$ cat src/rtl/instr_encoder_loader.sv
// instr_encoder_loader: encodes RV32I instruction records into sequential imem writes; define ENC_CHECK_EN to enable immediate-range field checks
module instr_encoder_loader #(
  parameter int ADDR_W = 8,
  parameter int BASE_ADDR = 0
) (
  input  logic              clk,
  input  logic              rst_n,
  input  logic              start,
  input  logic              in_valid,
  output logic              in_ready,
  input  logic              in_last,
  input  logic [2:0]        kind,
  input  logic [4:0]        rd,
  input  logic [4:0]        rs1,
  input  logic [4:0]        rs2,
  input  logic [12:0]       imm,
  output logic              imem_we,
  output logic [ADDR_W-1:0] imem_addr,
  output logic [31:0]       imem_wdata,
  output logic [ADDR_W-1:0] count,
  output logic              done,
  output logic              err
);
  typedef enum logic [1:0] {IDLE, LOAD, DONE} state_t;
  localparam logic [ADDR_W-1:0] BASE = ADDR_W'(BASE_ADDR);
  localparam logic [ADDR_W-1:0] LAST_ADDR = {{(ADDR_W-2){1'b1}}, 2'b00};
  state_t state, state_n;
  logic [ADDR_W-1:0] ctr;
  logic [31:0] enc;
  logic [2:0] f3;
  logic [6:0] f7;
  logic acc, ovf, chk_err;
  assign in_ready = state == LOAD;
  assign done = state == DONE;
  assign acc = in_valid && in_ready;
  assign ovf = ctr == LAST_ADDR && !in_last;
`ifdef ENC_CHECK_EN
  assign chk_err = (kind == 3'd7 && imm[0]) || (kind <= 3'd1 && imm[12] != imm[11]);
`else
  logic unused_imm0;
  assign unused_imm0 = imm[0];
  assign chk_err = 1'b0;
`endif
  // instruction word for the presented record
  always_comb begin
    f3 = kind == 3'd4 ? 3'b111 : kind == 3'd5 ? 3'b110 : kind == 3'd6 ? 3'b010 : 3'b000;
    f7 = kind == 3'd3 ? 7'b0100000 : 7'b0000000;
    enc = kind == 3'd0 ? {imm[11:0], rs1, 3'b010, rd, 7'b0000011} :
          kind == 3'd1 ? {imm[11:5], rs2, rs1, 3'b010, imm[4:0], 7'b0100011} :
          kind == 3'd7 ? {imm[12], imm[10:5], rs2, rs1, 3'b000, imm[4:1], imm[11], 7'b1100011} :
                         {f7, rs2, rs1, f3, rd, 7'b0110011};
  end
  // next state: DONE after the last record or the top-of-memory write, then back to IDLE
  always_comb begin
    state_n = state;
    if (state == IDLE) state_n = start ? LOAD : IDLE;
    else if (state == LOAD) state_n = acc && (in_last || ovf) ? DONE : LOAD;
    else state_n = IDLE;
  end
  // state register
  always_ff @(posedge clk or negedge rst_n) begin
    if (!rst_n) state <= IDLE;
    else state <= state_n;
  end
  // write port, address counter, word count and sticky error
  always_ff @(posedge clk or negedge rst_n) begin
    if (!rst_n) begin
      imem_we <= 1'b0;
      imem_addr <= BASE;
      imem_wdata <= '0;
      ctr <= BASE;
      count <= '0;
      err <= 1'b0;
    end else begin
      imem_we <= acc;
      if (state == IDLE && start) begin
        ctr <= BASE;
        count <= '0;
        err <= 1'b0;
      end
      if (acc) begin
        imem_addr <= ctr;
        imem_wdata <= enc;
        ctr <= ctr + ADDR_W'(4);
        count <= count + ADDR_W'(1);
        if (ovf || chk_err) err <= 1'b1;
      end
    end
  end
endmodule

$ cat config.mk
export PLATFORM = sky130hd
export DESIGN_NAME = instr_encoder_loader
export DESIGN_NICKNAME = d
export VERILOG_FILES = /design/src/rtl/instr_encoder_loader.sv
export SDC_FILE = /design/constraint.sdc
export NUM_CORES = 1
export LEC_CHECK = 0
export ABC_AREA = 1
export BUFFER_PORTS_ARGS = -buffer_cell sky130_fd_sc_hd__buf_2
export CAP_MARGIN = 25
export CORE_UTILIZATION = 34
export CTS_BUF_LIST = sky130_fd_sc_hd__clkbuf_4 sky130_fd_sc_hd__clkbuf_8
export DETAILED_ROUTE_END_ITERATION = 8
export MAX_ROUTING_LAYER = met4
export SYNTH_ARGS = -nofsm -noshare
export SYNTH_HDL_FRONTEND = slang
export SYNTH_SLANG_ARGS = --single-unit
$ cat constraint.sdc
create_clock -name clk -period 2.3 [get_ports clk]
set_input_delay 0.46 -clock clk [delete_from_list [all_inputs] [get_ports clk]]
set_output_delay 0.46 -clock clk [all_outputs]
set_load 0.02 [all_outputs]
==> impl_metrics.py <==
metrics = {
    "outcome": {
        "status": "finished clean",
    },
    "place": {
        "gp_congestion": 0.819,
        "hpwl_mm": 4.15,
        "numPortBuffers": 83,
        "dp.cells": 477,
    },
    "floorplan": {
        "rows": 30,
        "die_x_um": 87.2,
        "dieArea_mm2": 0.00761,
        "die_h_um": 87.2,
        "io_pins": 88,
        "floorplan.initialDensity": 0.358,
        "fp.coreArea_mm2": 0.00691,
    },
    "global_routing": {
        "grt_pass1_vias": 1996,
        "grt_max_degree": 46,
        "grt_pass1_wl_mm": 9.10,
        "grt_usage": 0.159,
        "antenna_found_initial": 0,
        "grt-ovfl-total": 0,
    },
    "sta": {
        "fmax_mhz": 640,
        "setup_viol": 0,
        "min_period_ns": 1.56,
        "fin_tns_setup_ns": 0,
        "report.final.hold_viol_count": 0,
        "finalMaxSlewViolations": 0,
        "fin_worst_skew_ns": 0.00297,
        "fin_crit_sh": 0.680,
        "rsz0062_at_grt": "false",
    },
    "setup_path": {
        "end_kind": "primary output",
        "crit_path_max_fanout": 3,
        "critical_path_arrival_ns": 1.10,
        "required_ns": 1.84,
        "start_kind": "flop",
        "critPathKind": "flop to primary output",
        "regToRegSetupSlack_ns": 0.81,
    },
    "finish": {
        "nets": 426,
        "area_growth_syn_to_layout_pct": 25.6,
        "n_antenna_cell": 0,
        "final_common_cell": "nand2_1",
        "drive_gt1_frac": 0.278,
        "fin_cells": 485,
        "final_cell_mix": "122 x nand2_1, 83 x buf_2, 53 x dfrtp_1",
    },
    "power": {
        "combPwrFrac": 0.387,
        "power_density_mw_per_mm2": 1150,
        "p_int_mw": 2.13,
        "switching_share": 0.399,
        "p_leak_nw": 1.75,
        "clkPwrFrac": 0.207,
        "switchingPower_mw": 1.42,
        "power_frac_seq": 0.406,
        "peakVddDrop_mv": 0.765,
    },
    "route": {
        "drt_iter0_markers": 94,
        "final_antenna_net_count": 0,
        "drt-total-wl_mm": 5.66,
        "vias": 2167,
        "route.detailed.drc": 0,
        "dr.pass1.iters": 4,
        "routed_via_density": 4.47,
        "wl_per_cell_um": 11.7,
    },
    "cts": {
        "clkTransAtPathRegs_ns": 0.09,
        "post-cts-setup-buffers": 0,
        "clock_latency_ns": 0.30,
        "cts_sinks": 53,
        "htree_levels": 2,
        "clock_path_buffers": 2,
        "root_buffer": "clkbuf_8",
        "cts_buffers": 5,
        "postCtsHoldBufs": 0,
        "cts_resized": 0,
        "tritoncts": "done",
    },
    "synthesis": {
        "yosysWarnings": 0,
        "synth_seq_cells": 53,
        "syn-cell-area_mm2": 0.00247,
        "synth_cell_type_count": 25,
        "synth_seq_area_share": 0.537,
        "synth_cells": 303,
        "syn_area_per_cell_um2": 8.15,
    },
    "worst_hold_path": {
        "hp-class": "primary input to async pin",
    },
    "flow_run": {
        "cap_violations": 0,
    },
}
==> through the flow <==
step                      instance area, um2  setup slack (ns)  power [mW]  hold WS, ns   util
after floorplan                         2480              1.08        2.37        0.164      -
after global placement                  2970             0.663        2.85        0.357  0.430
after detailed placement                2970             0.644        2.86        0.349  0.430
after CTS                               3100             0.713        3.62      0.00584  0.449
after global routing                    3100             0.642        3.81       0.0224  0.449
final                                   3100             0.737        3.55       0.0124  0.449
==> cell families (layout without fill, tap and decap cells) <==
| group | after synthesis | count (layout) | share of synthesized area |
|---|---|---|---|
| simple gates | 169 | 169 | 0.296 |
| flops | 53 | 53 | 0.537 |
| buf+inv | 44 | 127 | 0.0821 |
| compound gates | 34 | 34 | 0.0729 |
| fa+ha+maj | 2 | 2 | 0.0101 |
| other cells | 1 | 4 | 0.00152 |
==> sequential cells by signal (all words and copies together), names as in the netlist <==
signal	count
ctr	6
count	8
imem_addr	6
err	1
state	2
imem_wdata	29
imem_we	1
==> worst paths after layout <==
path	from	to	cells after the start
min	rst_n	imem_wdata[20]$_DFFE_PN0P_	1
max	state[1]$_DFF_PN0_	in_ready	4
min reg2reg	imem_wdata[14]$_DFFE_PN0P_	imem_wdata[14]$_DFFE_PN0P_	2
max in group asynchronous	rst_n	count[1]$_DFFE_PN0P_	2
max reg2reg	state[0]$_DFF_PN0_	ctr[3]$_DFFE_PN0P_	4
min in group clk	rs1[1]	imem_wdata[16]$_DFFE_PN0P_	3
==> synth_stat cells <==
cell type  number  area share
nor2_4          2      0.0091
nand3_2         2      0.0081
clkbuf_1        3      0.0046
conb_1          1      0.0015
dfrtp_1        53        0.54
o21ai_1         7       0.014
nor2_1         13       0.020
nand2_2         3      0.0076
ha_1            2       0.010
a21oi_1         2      0.0041
nand3_4         1      0.0071
a22oi_1         1      0.0030
nand4_1         4       0.010
buf_2           3      0.0061
buf_4           5       0.015
or2_2           1      0.0025
nand3b_1        4       0.012
o22ai_1         2      0.0051
nand3_1        17       0.034
inv_1          28       0.043
buf_6           2      0.0091
o21a_1          2      0.0061
inv_2           3      0.0046
nand2_1       122        0.19
o21ai_0        20       0.041
==> power groups by stage <==
stage | clock (mW) | sequential [mW] | combinational [mW]
after floorplan | 0 | 1.80 | 0.569
after global placement | 0 | 1.46 | 1.38
after detailed placement | 0 | 1.46 | 1.40
after CTS | 0.769 | 1.45 | 1.40
after global routing | 0.793 | 1.48 | 1.53
final | 0.735 | 1.44 | 1.37
==> worst max-delay path: stages (launching register included) <==
cell	delay [ns]
dfrtp_1	0.39
inv_1	0.13
nand2_1	0.06
inv_1	0.07
buf_2	0.16
==> routing by layer <==
layer	routed length, um	global-route usage
met3	290	0.0322
met4	41	0.0492
met5	0	-
met2	2710	0.266
met1	2610	0.194
==> cell type report <==
type / instances / area (um2)
Tap cell: 96 / 120
Clock buffer: 5 / 68.8
Clock inverter: 3 / 65.1
Timing Repair Buffer: 88 / 453
Multi-Input combinational cell: 209 / 952
Inverter: 31 / 116
Fill cell: 769 / 3800
Sequential cell: 53 / 1330
Note: power is estimated with default switching activity, not from simulation.
